<file path="src/rtl/n1_pkg.sv">
// Shared definitions for the n1 accumulator core.
// Latency: n/a (types and constants only).
// Backpressure: n/a.
package n1_pkg;

    localparam int N1_ADDR_BITS = 6;

    // Opcode field is byte0[3:0]; C/D/E are unassigned and execute as NOP.
    localparam logic [3:0] OP_NOP = 4'h0;
    localparam logic [3:0] OP_LDI = 4'h1;
    localparam logic [3:0] OP_LD  = 4'h2;
    localparam logic [3:0] OP_ST  = 4'h3;
    localparam logic [3:0] OP_ADD = 4'h4;
    localparam logic [3:0] OP_SUB = 4'h5;
    localparam logic [3:0] OP_AND = 4'h6;
    localparam logic [3:0] OP_OR  = 4'h7;
    localparam logic [3:0] OP_XOR = 4'h8;
    localparam logic [3:0] OP_JMP = 4'h9;
    localparam logic [3:0] OP_JZ  = 4'hA;
    localparam logic [3:0] OP_JC  = 4'hB;
    localparam logic [3:0] OP_HLT = 4'hF;

    typedef enum logic [2:0] {
        S_IDLE = 3'd0,
        S_F0   = 3'd1,
        S_F1   = 3'd2,
        S_F2   = 3'd3,
        S_M    = 3'd4,
        S_HALT = 3'd5
    } state_t;

    // Opcodes that read data RAM and therefore need the extra M cycle.
    function automatic logic needs_mem(input logic [3:0] op);
        return (op == OP_LD) || ((op >= OP_ADD) && (op <= OP_XOR));
    endfunction

endpackage

</file>
<file path="src/rtl/n1_if.sv">
// Core-side bus of the n1 core: start, program/data RAM ports, status/debug.
// Latency: n/a (wiring only).
// Backpressure: none; RAMs answer with a fixed one-cycle registered read.
interface n1_if
    import n1_pkg::*;
#(
    parameter int ADDR_BITS = N1_ADDR_BITS
) ();
    logic                 start;
    logic [ADDR_BITS-1:0] pmem_addr;
    logic [7:0]           pmem_rdata;
    logic [ADDR_BITS-1:0] dmem_addr;
    logic                 dmem_we;
    logic [7:0]           dmem_wdata;
    logic [7:0]           dmem_rdata;
    logic                 busy;
    logic                 halted;
    logic                 retire;
    logic [7:0]           acc;
    logic [ADDR_BITS-1:0] pc;

    // Core side
    modport master (
        input  start, pmem_rdata, dmem_rdata,
        output pmem_addr, dmem_addr, dmem_we, dmem_wdata,
               busy, halted, retire, acc, pc
    );

    // RAM / loader / bench side
    modport slave (
        output start, pmem_rdata, dmem_rdata,
        input  pmem_addr, dmem_addr, dmem_we, dmem_wdata,
               busy, halted, retire, acc, pc
    );
endinterface

</file>
<file path="src/rtl/n1_alu.sv">
// Combinational ALU for the n1 core: result and Z/C for LDI/LD/ADD/SUB/AND/OR/XOR.
// Latency: 0 cycles (purely combinational).
// Backpressure: none.
module n1_alu
    import n1_pkg::*;
(
    input  logic [3:0] op_i,
    input  logic [7:0] a_i,
    input  logic [7:0] b_i,
    input  logic       c_i,
    output logic [7:0] res_o,
    output logic       z_o,
    output logic       c_o
);

    logic [8:0] wide;

    // Result/carry per opcode; loads and logic ops pass the incoming carry through.
    always_comb begin
        wide  = 9'd0;
        res_o = a_i;
        c_o   = c_i;
        case (op_i)
            OP_LDI, OP_LD: res_o = b_i;
            OP_ADD: begin
                wide  = {1'b0, a_i} + {1'b0, b_i};
                res_o = wide[7:0];
                c_o   = wide[8];
            end
            OP_SUB: begin
                // Bit 8 of the 9-bit difference is set exactly when a < b (borrow).
                wide  = {1'b0, a_i} - {1'b0, b_i};
                res_o = wide[7:0];
                c_o   = wide[8];
            end
            OP_AND: res_o = a_i & b_i;
            OP_OR:  res_o = a_i | b_i;
            OP_XOR: res_o = a_i ^ b_i;
            default: ;
        endcase
        z_o = (res_o == 8'h00);
    end

endmodule

</file>
<file path="src/rtl/n1_core.sv">
// 8-bit accumulator core: fetches 2-byte instructions, executes against data RAM, keeps ACC/Z/C.
// Latency: 3 cycles per instruction (F0,F1,F2), 4 for LD/ALU ops (extra M cycle).
// Backpressure: none; start is ignored while busy, RAM reads are fixed 1-cycle.
module n1_core
    import n1_pkg::*;
#(
    parameter int ADDR_BITS = N1_ADDR_BITS
) (
    input  logic clk,
    input  logic rst,
    n1_if.master core_bus
);

    state_t               state_q, state_d;
    logic [ADDR_BITS-1:0] pc_q, pc_d;
    logic [7:0]           acc_q, acc_d;
    logic                 z_q, z_d;
    logic                 c_q, c_d;
    logic [3:0]           opcode_q, opcode_d;

    logic [ADDR_BITS-1:0] operand;
    logic                 jump_taken;
    logic [7:0]           alu_b;
    logic [7:0]           alu_res;
    logic                 alu_z;
    logic                 alu_c;

    // In F2 the program RAM is presenting byte1 (addressed in F1); use it directly.
    assign operand    = core_bus.pmem_rdata[ADDR_BITS-1:0];
    assign jump_taken = (opcode_q == OP_JMP) ||
                        ((opcode_q == OP_JZ) && z_q) ||
                        ((opcode_q == OP_JC) && c_q);
    // LDI takes its immediate in F2; memory ops take the RAM word in M.
    assign alu_b      = (state_q == S_M) ? core_bus.dmem_rdata : core_bus.pmem_rdata;

    n1_alu u_alu (
        .op_i  (opcode_q),
        .a_i   (acc_q),
        .b_i   (alu_b),
        .c_i   (c_q),
        .res_o (alu_res),
        .z_o   (alu_z),
        .c_o   (alu_c)
    );

    // State register
    always_ff @(posedge clk or posedge rst) begin
        if (rst) state_q <= S_IDLE;
        else     state_q <= state_d;
    end

    // Next-state logic
    always_comb begin
        state_d = state_q;
        case (state_q)
            S_IDLE, S_HALT: if (core_bus.start) state_d = S_F0;
            S_F0:           state_d = S_F1;
            S_F1:           state_d = S_F2;
            S_F2: begin
                if (needs_mem(opcode_q))      state_d = S_M;
                else if (opcode_q == OP_HLT)  state_d = S_HALT;
                else                          state_d = S_F0;
            end
            S_M:            state_d = S_F0;
            default:        state_d = S_IDLE;
        endcase
    end

    // State-decoded outputs; anything not driven in a state stays 0
    always_comb begin
        core_bus.pmem_addr  = '0;
        core_bus.dmem_addr  = '0;
        core_bus.dmem_we    = 1'b0;
        core_bus.dmem_wdata = 8'h00;
        core_bus.retire     = 1'b0;
        core_bus.busy       = 1'b0;
        core_bus.halted     = 1'b0;
        case (state_q)
            S_F0: begin
                core_bus.busy      = 1'b1;
                core_bus.pmem_addr = pc_q;
            end
            S_F1: begin
                core_bus.busy      = 1'b1;
                core_bus.pmem_addr = pc_q + ADDR_BITS'(1);
            end
            S_F2: begin
                core_bus.busy   = 1'b1;
                core_bus.retire = !needs_mem(opcode_q);
                if (needs_mem(opcode_q) || (opcode_q == OP_ST))
                    core_bus.dmem_addr = operand;
                if (opcode_q == OP_ST) begin
                    core_bus.dmem_we    = 1'b1;
                    core_bus.dmem_wdata = acc_q;
                end
            end
            S_M: begin
                core_bus.busy   = 1'b1;
                core_bus.retire = 1'b1;
            end
            S_HALT:  core_bus.halted = 1'b1;
            default: ;
        endcase
    end

    assign core_bus.acc = acc_q;
    assign core_bus.pc  = pc_q;

    // Datapath next values: PC sequencing, opcode capture, ACC/flag writeback
    always_comb begin
        pc_d     = pc_q;
        acc_d    = acc_q;
        z_d      = z_q;
        c_d      = c_q;
        opcode_d = opcode_q;
        case (state_q)
            S_IDLE, S_HALT: if (core_bus.start) pc_d = '0;
            S_F1: opcode_d = core_bus.pmem_rdata[3:0];
            S_F2: begin
                pc_d = jump_taken ? operand : (pc_q + ADDR_BITS'(2));
                if (opcode_q == OP_LDI) begin
                    acc_d = alu_res;
                    z_d   = alu_z;
                    c_d   = alu_c;
                end
            end
            S_M: begin
                acc_d = alu_res;
                z_d   = alu_z;
                c_d   = alu_c;
            end
            default: ;
        endcase
    end

    // Datapath registers
    always_ff @(posedge clk or posedge rst) begin
        if (rst) begin
            pc_q     <= '0;
            acc_q    <= 8'h00;
            z_q      <= 1'b0;
            c_q      <= 1'b0;
            opcode_q <= 4'h0;
        end else begin
            pc_q     <= pc_d;
            acc_q    <= acc_d;
            z_q      <= z_d;
            c_q      <= c_d;
            opcode_q <= opcode_d;
        end
    end

endmodule
</file>
<file path="src/flat_wrapper.sv">
// flat-port wrapper written by rule: the top's interface ports become plain ports
module n1_core_flat import n1_pkg::*;
#(
    parameter int ADDR_BITS = N1_ADDR_BITS
)
  (clk, rst, core_bus_start, core_bus_pmem_rdata, core_bus_dmem_rdata, core_bus_pmem_addr, core_bus_dmem_addr, core_bus_dmem_we, core_bus_dmem_wdata, core_bus_busy, core_bus_halted, core_bus_retire, core_bus_acc, core_bus_pc);
  n1_if #(.ADDR_BITS(ADDR_BITS)) core_bus_i ();
  input  logic clk;
  input  logic rst;
  input wire logic [$bits(core_bus_i.start)-1:0] core_bus_start;
  input wire logic [$bits(core_bus_i.pmem_rdata)-1:0] core_bus_pmem_rdata;
  input wire logic [$bits(core_bus_i.dmem_rdata)-1:0] core_bus_dmem_rdata;
  output wire logic [$bits(core_bus_i.pmem_addr)-1:0] core_bus_pmem_addr;
  output wire logic [$bits(core_bus_i.dmem_addr)-1:0] core_bus_dmem_addr;
  output wire logic [$bits(core_bus_i.dmem_we)-1:0] core_bus_dmem_we;
  output wire logic [$bits(core_bus_i.dmem_wdata)-1:0] core_bus_dmem_wdata;
  output wire logic [$bits(core_bus_i.busy)-1:0] core_bus_busy;
  output wire logic [$bits(core_bus_i.halted)-1:0] core_bus_halted;
  output wire logic [$bits(core_bus_i.retire)-1:0] core_bus_retire;
  output wire logic [$bits(core_bus_i.acc)-1:0] core_bus_acc;
  output wire logic [$bits(core_bus_i.pc)-1:0] core_bus_pc;
  assign core_bus_i.start = core_bus_start;
  assign core_bus_i.pmem_rdata = core_bus_pmem_rdata;
  assign core_bus_i.dmem_rdata = core_bus_dmem_rdata;
  assign core_bus_pmem_addr = core_bus_i.pmem_addr;
  assign core_bus_dmem_addr = core_bus_i.dmem_addr;
  assign core_bus_dmem_we = core_bus_i.dmem_we;
  assign core_bus_dmem_wdata = core_bus_i.dmem_wdata;
  assign core_bus_busy = core_bus_i.busy;
  assign core_bus_halted = core_bus_i.halted;
  assign core_bus_retire = core_bus_i.retire;
  assign core_bus_acc = core_bus_i.acc;
  assign core_bus_pc = core_bus_i.pc;
  n1_core #(.ADDR_BITS(ADDR_BITS)) u_core (.clk(clk), .rst(rst), .core_bus(core_bus_i));
endmodule
</file>
<file path="config.mk">
export PLATFORM = sky130hd
export DESIGN_NAME = n1_core_flat
export DESIGN_NICKNAME = d
export VERILOG_FILES = /design/src/rtl/n1_pkg.sv /design/src/rtl/n1_if.sv /design/src/rtl/n1_alu.sv /design/src/rtl/n1_core.sv /design/src/flat_wrapper.sv
export SDC_FILE = /design/constraint.sdc
export NUM_CORES = 1
export LEC_CHECK = 0
export BUFFER_PORTS_ARGS = -buffer_cell sky130_fd_sc_hd__clkbuf_2
export CORE_MARGIN = 2
export CORE_UTILIZATION = 39
export CTS_BUF_LIST = sky130_fd_sc_hd__clkbuf_2
export DETAILED_ROUTE_END_ITERATION = 6
export PLACE_DENSITY = 0.72
export RECOVER_POWER = 100
export SETUP_SLACK_MARGIN = 0.4
export SKIP_CTS_REPAIR_TIMING = 1
export SYNTH_ARGS = -nofsm -noshare
export SYNTH_HDL_FRONTEND = slang
export SYNTH_SLANG_ARGS = --single-unit
export TNS_END_PERCENT = 30
</file>
<file path="constraint.sdc">
create_clock -name clk -period 3.9 [get_ports clk]
set_clock_uncertainty 0.2 [all_clocks]
set_input_delay 0.195 -clock clk [delete_from_list [all_inputs] [get_ports clk]]
set_output_delay 0.195 -clock clk [all_outputs]
set_load 0.005 [all_outputs]
</file>
==> qor.yml, run 1 <==
run_status:
  status: "finished clean"
power:
  power_frac_seq: 0.213
  switchingPower_mw: 1.503
  swShare: 0.5443
  power.density_nw_per_um2: 804.1
  pwr-share-clk: 0.040
  power_frac_comb: 0.747
  p_int_mw: 1.258
  p_leak_nw: 1.545
  vdd_ir_drop_max_uv: 391.1
clock_tree:
  cts_buffer_depth: 2
  clk-insertion-delay-late_ns: 0.37
  cts_root_buf: "clkbuf_2"
  h-tree-depth: 1
  cts_tree: "yes"
  cts_made_buffers: 3
  numClockSinks: 23
  clkTransAtPathRegs_ns: 0.27
global_route:
  grt_start_max_net_pins: 26
  track_usage: 0.2189
  grt_pass1_wl_mm: 13.81
  grt.overflow.total: 0
  antenna_found_initial: 0
  grt_pass1_vias: 2883
synthesis:
  ys_warn_count: 0
  synth_top_area_cell: "dfrtp_1"
  synthTopCellsByArea: "dfrtp_1, ha_1, a21oi_1, nor2_1, mux2i_1"
  synth_top_area_frac: 0.2034
  synth_flop_cell: "dfrtp_1"
  synthesis.instances: 365
  synth_cell_types: 63
  synth_edf_count: 0
  async_reset_ff_frac: 1.000
  synth_seq_area_share: 0.2034
  synth_area_um2: 2830
  syn_nets: 413
  syn_area_per_cell_um2: 7.754
  ys_seq_elements: 23
detailed_routing:
  vias: 3062
  drt_first_pass_iters: 5
  antenna_left: 0
  via_per_inst: 5.810
  drt_iter0_markers: 234
  avgRoutedWirePerCell_um: 16.62
  routed_wl_mm: 8.759
  drcViolationCount: 0
final_layout:
  nNetsFinal: 477
  drive_above_1_share: 0.2103
  diodes: 0
  area_growth_pct: 21.35
  stdcell_count: 527
  postLayoutCoreUtil: 0.4812
floorplan:
  core_area_um2: 7137
  num_io_pins: 57
  design.die.area_um2: 7954
  dieWidth_um: 89.19
  initial_utilization: 0.3966
  chipHeight_um: 89.19
  placementRows: 31
worst_setup_path:
  path_depth: 13
  worstPathRequired_ns: 4.01
  crit_slowest_cell: "dfrtp_1"
  r2r_cells: 13
  crit_fanout: 3
  worst-setup-path-type: "reg2reg"
  cp-start-kind: "flip-flop"
  critPathTopFamily: "compound AO/OA/AOI/OAI gates"
  end_kind: "flip-flop"
  max_stage_delay_ns: 0.47
  arrival_ns: 3.82
  path_cells: "nor3b_4 -> mux2i_1 -> inv_1 -> ha_2 -> inv_2 -> fa_1 -> nor2_1 -> a21oi_1 -> a32o_1 -> a2111o_1 -> or3b_4 -> a2111oi_4 -> a31o_1"
  critPathBufInv: 2
run:
  maxCapViolCount: 0
place:
  dp_slack_ns: 0.1564
  dpl.cell_count: 512
  dp_hpwl_mm: 6.446
  port_buffers: 56
  place.gp.congestion: 0.9636
timing:
  fin_crit_ns: 3.711
  fin_ws_ns: 0.1890
  whs_ns: 0.2400
  fin_setup_tns_ns: 0
  finalSetupViolCount: 0
  fmax_ghz: 0.2695
  slew_headroom: 0.2524
  finalCritPeriodShare: 0.9515
  worstMarginPinSlew_ns: 1.106
  rsz0062_at_grt: "yes"
  drv_slew: 0
  finalHoldViolations: 0
min_path:
  hold_depth: 5
  worstHoldPathType: "in2reg"
metrics by stage:
| step | total power [mW] | instance area (um2) |
|---|---|---|
| floorplan | 1.967 | 2845 |
| global placement | 2.425 | 3224 |
| global route | 3.018 | 3435 |
| detailed placement | 2.474 | 3224 |
| finish | 2.762 | 3435 |
| CTS | 2.587 | 3244 |
sequential cells by signal (all words and copies together) (netlist names):
name / count
u_core.c_q: 1
u_core.core_bus.acc: 8
u_core.core_bus.pc: 6
u_core.opcode_q: 4
u_core.state_q: 3
u_core.z_q: 1
cell usage after synthesis, types with 3 or more instances:
master,n
ha_1,27
o21a_1,6
a31oi_1,3
a22oi_1,3
clkbuf_1,7
inv_1,25
a221oi_1,3
o22ai_1,6
buf_2,9
xor2_1,3
nand2_1,22
nor3_1,6
nand2b_1,5
nor3b_1,4
and2_1,16
o21ai_0,23
nor2_1,38
a21oi_1,34
o21bai_1,3
mux2i_1,14
nor2b_1,13
nand3_1,6
a21o_1,3
mux2_2,7
dfrtp_1,23
a211oi_1,5
xnor2_1,4
per-layer routing:
layer,routed length [um],up-vias,track usage
met5,0,-,0
met4,301,0,0.09362
met3,524,24,0.02862
met2,4108,140,0.3542
met1,3825,1469,0.2932
li1,-,1429,-
cell families after synthesis:
family	Yosys count	share of synthesized area
buffers and inverters	44	0.06897
xor gates and xnor gates	7	0.02166
muxes	21	0.07737
and+or+nand+nor	126	0.2303
DFF	23	0.2034
AOI/OAI and AO/OA	115	0.2648
adders and majority gates	29	0.1335
path summary, 6_finish.rpt:
check                                               from  slack (ns)                                 end
max in group asynchronous                            rst        2.59  u_core.core_bus.acc[7]$_DFFE_PP0P_
hold reg to reg                   u_core.c_q$_DFFE_PP0P_        0.41              u_core.c_q$_DFFE_PP0P_
setup / recovery           u_core.state_q[1]$_DFFE_PP0P_        0.19              u_core.z_q$_DFFE_PP0P_
setup reg to reg           u_core.state_q[1]$_DFFE_PP0P_        0.19              u_core.z_q$_DFFE_PP0P_
min in group asynchronous                            rst        0.32   u_core.core_bus.pc[0]$_DFFE_PP0P_
hold / removal                    core_bus_dmem_rdata[0]        0.24  u_core.core_bus.acc[0]$_DFFE_PP0P_
tightest hold or removal path: stages:
cell and delay [ns]:
clkbuf_2 0.08, mux2i_1 0.11, o221ai_1 0.23, a211oi_1 0.07
a21oi_1 0.11
placed cells by master (no fill, tap or decap), drive strengths merged, types with 3 or more instances in the layout:
master	synthesis	final
ha	27	27
clkbuf	7	63
a2111oi	3	3
nor2b	13	13
mux2	7	7
o21a	6	6
nand3	6	6
xor2	3	3
mux2i	14	14
o21ai	25	25
dfrtp	23	23
inv	25	25
o21bai	3	3
a221oi	3	3
nand2b	5	5
xnor2	4	4
a31oi	3	3
a21o	3	3
nor3	6	6
nor3b	5	5
nand2	22	22
o22ai	6	6
and2	16	16
nor2	38	38
dlygate4sd3	0	8
a211oi	5	5
a22oi	3	3
buf	12	11
a21oi	34	34
power groups by stage:
| stage | combinational, mW | clock [mW] | sequential, mW |
|---|---|---|---|
| CTS | 1.90 | 0.110 | 0.577 |
| detailed placement | 1.89 | 0 | 0.581 |
| finish | 2.06 | 0.111 | 0.587 |
| global placement | 1.85 | 0 | 0.578 |
| floorplan | 1.49 | 0 | 0.474 |
| global route | 2.28 | 0.122 | 0.616 |
layout make-up:
cell class / instances / area, um2
Clock buffer: 4 / 20.02
Fill cell: 736 / 3702
Inverter: 25 / 93.84
Multi-Input combinational cell: 298 / 2170
Sequential cell: 23 / 575.6
Tap cell: 99 / 123.9
Timing Repair Buffer: 78 / 451.7
No activity file was read; power rests on OpenSTA's default activity.
==> run 2: changes to the inputs <==
--- a/config.mk
+++ b/config.mk
@@ -5,6 +5,7 @@
 export SDC_FILE = /design/constraint.sdc
 export NUM_CORES = 1
 export LEC_CHECK = 0
+export ABC_AREA = 1
 export BUFFER_PORTS_ARGS = -buffer_cell sky130_fd_sc_hd__clkbuf_2
 export CORE_MARGIN = 2
 export CORE_UTILIZATION = 39
==> constraint.sdc (replaced) <==
create_clock -name clk -period 3.6 [get_ports clk]
set_clock_uncertainty 0.2 [all_clocks]
set_input_delay 0.18 -clock clk [delete_from_list [all_inputs] [get_ports clk]]
set_output_delay 0.18 -clock clk [all_outputs]
set_load 0.005 [all_outputs]
==> qor.yml, run 2 <==
clock_tree:
  numClockSinks: 23  # unchanged
  cts_buffer_depth: 2  # unchanged
  clk-insertion-delay-late_ns: 0.36  # about the same
  cts_tree: "yes"
  cts_made_buffers: 3  # unchanged
  cts_root_buf: "clkbuf_2"
  clkTransAtPathRegs_ns: 0.25  # -0.02 ns
  h-tree-depth: 1  # unchanged
floorplan:
  num_io_pins: 57  # unchanged
  dieWidth_um: 88.68  # -0.57%
  placementRows: 30  # -3.2%
  design.die.area_um2: 7863  # -1.1%
  initial_utilization: 0.4071  # +0.01054
  core_area_um2: 6869  # -3.8%
  chipHeight_um: 88.68  # -0.57%
timing:
  finalSetupViolCount: 0  # unchanged
  drv_slew: 0  # unchanged
  rsz0062_at_grt: "no"
  fin_crit_ns: 3.100  # -0.6113 ns
  finalHoldViolations: 0  # unchanged
  fin_setup_tns_ns: 0  # unchanged
  fmax_ghz: 0.3226  # +20%
  slew_headroom: 0.3563  # +0.1040
  finalCritPeriodShare: 0.8610  # -0.09051
  whs_ns: 0.1963  # -0.04371 ns
  fin_ws_ns: 0.5003  # +0.3113 ns
  worstMarginPinSlew_ns: 0.9644  # -0.1415 ns
global_route:
  gr-usage-met2: 0.3460  # -0.008211
  track_usage: 0.2213  # +0.002438
  grt-busiest-layer: "met2"
  grt.overflow.total: 0  # unchanged
  grtUsageMet1: 0.3161  # +0.02291
  grt_pass1_wl_mm: 13.66  # -1.1%
  grt_start_max_net_pins: 24  # -7.7%
  grt_util_met3: 0.02705  # -0.001572
  antenna_found_initial: 0  # unchanged
  grt_pass1_vias: 2858  # -0.87%
synthesis:
  synth_top_area_cell: "dfrtp_1"
  syn_area_per_cell_um2: 6.106  # -21%
  syn_nets: 506  # +23%
  synth_edf_count: 0  # unchanged
  synthTopCellsByArea: "dfrtp_1, nand2_1, ha_1, inv_1, nand3_1"
  ys_top_cells_by_count: "nand2_1, inv_1, nand3_1, nor2_1, o21ai_0"
  synth_area_um2: 2796  # -1.2%
  synth_most_common_cell: "nand2_1"
  async_reset_ff_frac: 1.000  # unchanged
  ys_seq_elements: 23  # unchanged
  synth_cell_types: 39  # -38%
  synthesis.instances: 458  # +25%
  synth_seq_area_share: 0.2058  # +0.002457
  ys_warn_count: 0  # unchanged
  synth_top_area_frac: 0.2058  # +0.002457
  synth_flop_cell: "dfrtp_1"
run_status:
  status: "finished clean"
worst_setup_path:
  arrival_ns: 3.24  # -0.58 ns
  cp-start-kind: "flip-flop"
  worst-setup-path-type: "reg2reg"
  worstPathRequired_ns: 3.74  # -0.27 ns
  end_kind: "flip-flop"
  crit_fanout: 10  # +7
final_layout:
  postLayoutCoreUtil: 0.4730  # -0.008199
  layout_commonest_cell: "nand2_1"
  largest_reg_flops: 8  # unchanged
  area_growth_pct: 16.20
  stdcell_count: 615  # +17%
  nNetsFinal: 568  # +19%
  mostFrequentLayoutCells: "nand2_1, inv_1, clkbuf_2"
  diodes: 0  # unchanged
  fin_area_um2: 3249  # -5.4%
  drive_above_1_share: 0.1503  # -0.05999
power:
  p_leak_nw: 1.797  # +16%
  p_total_mw: 2.663  # -3.6%
  vdd_ir_drop_max_uv: 220.0  # -44%
  power.density_nw_per_um2: 819.6  # +1.9%
place:
  place.gp.congestion: 0.8878  # -7.9%
  dpl.cell_count: 603  # +18%
  dp_hpwl_mm: 6.645  # +3.1%
  port_buffers: 56  # unchanged
  postPlaceCellArea_um2: 3162  # -1.9%
  dp_slack_ns: 0.5360  # +0.3795 ns
detailed_routing:
  avgRoutedWirePerCell_um: 14.08  # -15%
  vias: 3224  # +5.3%
  routed_wl_mm: 8.659  # -1.1%
  drcViolationCount: 0  # unchanged
  drt_iter0_markers: 300  # +28%
  antenna_left: 0  # unchanged
  via_per_inst: 5.242  # -9.8%
  drt_first_pass_iters: 5  # unchanged
min_path:
  worstHoldPathType: "in2reg"
run:
  maxCapViolCount: 0  # unchanged
-- run 2: cell count changes in the layout (fill, tap and decap cells not counted), moves of 8 or more --
cell / delta
nand2_1: +106
inv_1: +48
nand3_1: +40
a21oi_1: -17
nor2b_1: -13
and2_0: -11
nor2_1: +10
mux2i_1: -9
buf_4: -8
-- run 2: final timing paths --
check	startpoint	to	slack, ns	cells after the start
setup / recovery	u_core.state_q[1]$_DFFE_PP0P_	u_core.z_q$_DFFE_PP0P_	0.50	16
hold / removal	core_bus_dmem_rdata[0]	u_core.core_bus.acc[0]$_DFFE_PP0P_	0.20	7
max in group asynchronous	rst	u_core.opcode_q[3]$_DFFE_PP0P_	2.29	3
min in group asynchronous	rst	u_core.core_bus.pc[5]$_DFFE_PP0P_	0.32	3
setup reg to reg	u_core.state_q[1]$_DFFE_PP0P_	u_core.z_q$_DFFE_PP0P_	0.50	16
hold reg to reg	u_core.c_q$_DFFE_PP0P_	u_core.c_q$_DFFE_PP0P_	0.34	2
-- run 2: cell type report --
type | instances | area, um2
timing repair buffer | 66 | 360.3
fill | 756 | 3620
tap | 96 | 120.1
sequential | 23 | 575.6
multi-input combinational | 347 | 1877
clock buffer | 4 | 20.02
inverter | 79 | 296.5
-- run 2: metal layers --
| layer | share of wire | vias to the layer above |
|---|---|---|
| met5 | 0 | - |
| met4 | 0.028 | 0 |
| met3 | 0.061 | 20 |
| met2 | 0.44 | 133 |
| met1 | 0.47 | 1482 |
| li1 | - | 1589 |
-- run 2: logic make-up after synthesis --
| logic type | synth area share |
|---|---|
| xor+xnor | 0.01566 |
| compound gates | 0.1307 |
| simple gates | 0.3852 |
| mux | 0.003580 |
| fa+ha+maj | 0.1351 |
| buf+inv | 0.1239 |
| flops | 0.2058 |
-- run 2: critical path, cell delays in order, from the launching register on --
cell     delay (ns)
dfrtp_1        0.46
nor2_1         0.31
nand2_4        0.17
buf_4          0.22
nand2_2        0.06
nand2_2        0.07
inv_1          0.09
ha_1           0.35
a21oi_1        0.32
nand2_1        0.12
nand2_1        0.10
nand3_1        0.07
nand3_1        0.11
nand4_1        0.11
nor2_1         0.15
nand3_1        0.09
nand2_1        0.06
-- run 2: power by group --
group | leakage, nW | switching [mW] | internal [mW] | total, mW
Clock | 0.0166 | 0.0883 | 0.0293 | 0.118
Sequential | 0.287 | 0.169 | 0.368 | 0.537
Combinational | 1.49 | 1.33 | 0.679 | 2.01
==> run 3: changes to the inputs <==
--- a/config.mk
+++ b/config.mk
@@ -7,11 +7,12 @@
 export LEC_CHECK = 0
 export ABC_AREA = 1
 export BUFFER_PORTS_ARGS = -buffer_cell sky130_fd_sc_hd__clkbuf_2
+export CORE_ASPECT_RATIO = 1.2
 export CORE_MARGIN = 2
-export CORE_UTILIZATION = 39
+export CORE_UTILIZATION = 58
 export CTS_BUF_LIST = sky130_fd_sc_hd__clkbuf_2
 export DETAILED_ROUTE_END_ITERATION = 6
-export PLACE_DENSITY = 0.72
+export PLACE_DENSITY = 0.95
 export RECOVER_POWER = 100
 export SETUP_SLACK_MARGIN = 0.4
 export SKIP_CTS_REPAIR_TIMING = 1
==> qor.yml, run 3 (synthesis gave the netlist of run 2 again) <==
timing:
  worstMarginPinSlew_ns: 0.9126  # -0.05183 ns
  fin_setup_tns_ns: 0  # unchanged
  rsz0062_at_grt: "no"
  whs_ns: -0.01311  # -0.2094 ns
  fmax_ghz: 0.3216  # -0.32%
  finalHoldViolations: 1  # +1
  slew_headroom: 0.3909  # +0.03459
  finalSetupViolCount: 0  # unchanged
  drv_slew: 0  # unchanged
  finalCritPeriodShare: 0.8638  # +0.002796
  fin_crit_ns: 3.110  # +0.01007 ns
worst_setup_path:
  arrival_ns: 3.24  # about the same
  end_kind: "flip-flop"
  max_stage_delay_ns: 0.50  # +0.04 ns
  critPathBufInv: 0  # -2
  crit_top_cell: "nor2_1"
  r2r_cells: 15  # -1
  worst-setup-path-type: "reg2reg"
  crit_fanout: 18  # +8
  crit_slowest_cell: "fa_1"
  path_cells: "nor2_1 -> nand2_4 -> nand2_1 -> o21ai_2 -> ha_1 -> fa_1 -> xnor2_1 -> nor2_1 -> a21oi_2 -> nand3_1 -> nor2_1 -> nand3_1 -> nor2_1 -> nand3_1 -> nand2_1"
  reg2reg_slack_ns: 0.49  # about the same
  path_depth: 15  # -1
  r2r_end: "u_core.z_q$_DFFE_PP0P_"
  critPathTopFamily: "simple AND/OR/NAND/NOR gates"
  worstPathRequired_ns: 3.73  # about the same
  r2r-start: "u_core.state_q[1]$_DFFE_PP0P_"
  cp-start-kind: "flip-flop"
final_layout:
  drive_above_1_share: 0.1373  # -0.01296
  layout_commonest_cell: "nand2_1"
  largest_reg_flops: 8  # unchanged
  area_growth_pct: 13.47
  diodes: 0  # unchanged
  stdcell_count: 575  # -6.5%
  mostFrequentLayoutCells: "nand2_1, inv_1, nor2_1"
  nNetsFinal: 566  # -0.35%
  fin_area_um2: 3173  # -2.3%
floorplan:
  chipHeight_um: 80.07  # -9.7%
  placementRows: 27  # -10%
  design.die.area_um2: 5395  # -31%
  core_area_um2: 4628  # -33%
  initial_utilization: 0.6042  # +0.1971
  dieWidth_um: 67.39  # -24%
  num_io_pins: 57  # unchanged
run_status:
  status: "complete, but fails checks"
  violations: "negative hold slack"
clock_tree:
  clkTransAtPathRegs_ns: 0.24  # about the same
  h-tree-depth: 1  # unchanged
  numClockSinks: 23  # unchanged
  cts_made_buffers: 3  # unchanged
  clk-insertion-delay-late_ns: 0.36  # about the same
  cts_tree: "yes"
  cts_root_buf: "clkbuf_2"
  cts_buffer_depth: 2  # unchanged
place:
  place.gp.congestion: 0.9685  # +9.1%
  dpl.cell_count: 564  # -6.5%
  port_buffers: 56  # unchanged
  dp_hpwl_mm: 6.555  # -1.3%
  postPlaceCellArea_um2: 3107  # -1.7%
run:
  maxCapViolCount: 0  # unchanged
detailed_routing:
  drt_iter0_markers: 285  # -5.0%
  via_per_inst: 5.682  # +8.4%
  vias: 3267  # +1.3%
  antenna_left: 0  # unchanged
  drt_first_pass_iters: 4  # -1
  avgRoutedWirePerCell_um: 14.70  # +4.4%
  drcViolationCount: 0  # unchanged
  routed_wl_mm: 8.452  # -2.4%
power:
  pwr-share-clk: 0.044  # about the same
  power_frac_seq: 0.204  # +0.003
  vdd_ir_drop_max_uv: 364.4  # +66%
  swShare: 0.5982  # +0.002263
  p_total_mw: 2.653  # -0.40%
  p_int_mw: 1.066  # -0.96%
  p_leak_nw: 1.772  # -1.4%
  power_frac_comb: 0.752  # -0.002
  switchingPower_mw: 1.587  # about the same
  power.density_nw_per_um2: 836.0  # +2.0%
global_route:
  grt.overflow.total: 0  # unchanged
  antenna_found_initial: 0  # unchanged
  track_usage: 0.3202  # +0.09882
  grt_pass1_wl_mm: 13.20  # -3.3%
  grt_start_max_net_pins: 24  # unchanged
  grt_pass1_vias: 2984  # +4.4%
min_path:
  hold_depth: 3  # -4
  worstHoldPathType: "in2reg"
  hold_path_end: "u_core.core_bus.pc[5]$_DFFE_PP0P_"
  worstHoldStart: "core_bus_pmem_rdata[5]"
## run 3: final cells by class
type | count | area, um2
clock buffers | 4 | 20.02
inverters | 79 | 296.5
multi-input cells | 347 | 1872
repair buffers | 64 | 336.6
well taps | 58 | 72.57
flip-flops and latches | 23 | 575.6
fillers | 454 | 1455
## run 3: worst reg2reg max path: cells and delay by family, from the launching register on
kind	cells	cell delay (ns)
xor+xnor	1	0.16
compound gates	2	0.18
fa+ha+maj	2	0.75
flops	1	0.46
simple gates	10	1.33
## run 3: power by group through the flow
stage | clock network [mW] | logic [mW] | registers [mW]
2_1_floorplan | 0 | 1.45 | 0.508
3_3_place_gp | 0 | 1.91 | 0.537
3_5_place_dp | 0 | 1.96 | 0.543
4_1_cts | 0.115 | 1.97 | 0.537
5_1_grt | 0.122 | 2.25 | 0.558
6_report | 0.116 | 1.99 | 0.541
## run 3: how the worst max path moves through the flow
stage	start	to
final	u_core.state_q[1]$_DFFE_PP0P_	u_core.z_q$_DFFE_PP0P_
after global routing	u_core.state_q[1]$_DFFE_PP0P_	u_core.z_q$_DFFE_PP0P_
after CTS	u_core.state_q[1]$_DFFE_PP0P_	u_core.z_q$_DFFE_PP0P_
after detailed placement	u_core.state_q[1]$_DFFE_PP0P_	u_core.z_q$_DFFE_PP0P_
after global placement	u_core.state_q[1]$_DFFE_PP0P_	u_core.z_q$_DFFE_PP0P_
after floorplan	u_core.state_q[1]$_DFFE_PP0P_	u_core.z_q$_DFFE_PP0P_
## run 3: through the flow
| stage | utilization | setup WS [ns] |
|---|---|---|
| final | 0.6856 | 0.4902 |
| after detailed placement | 0.6713 | 0.4273 |
| after CTS | 0.6756 | 0.3962 |
| after global placement | 0.6713 | 0.5685 |
| after floorplan | - | 0.9602 |
| after global routing | 0.6856 | 0.2598 |
## run 3: routing by layer
| layer | part of all wire | wire length, um | vias up | track usage |
|---|---|---|---|---|
| li1 | - | - | 1575 | - |
| met1 | 0.39 | 3321 | 1511 | 0.3746 |
| met2 | 0.50 | 4234 | 152 | 0.5525 |
| met3 | 0.066 | 561 | 29 | 0.03221 |
| met4 | 0.040 | 335 | 0 | 0.1918 |
| met5 | 0 | 0 | - | 0 |
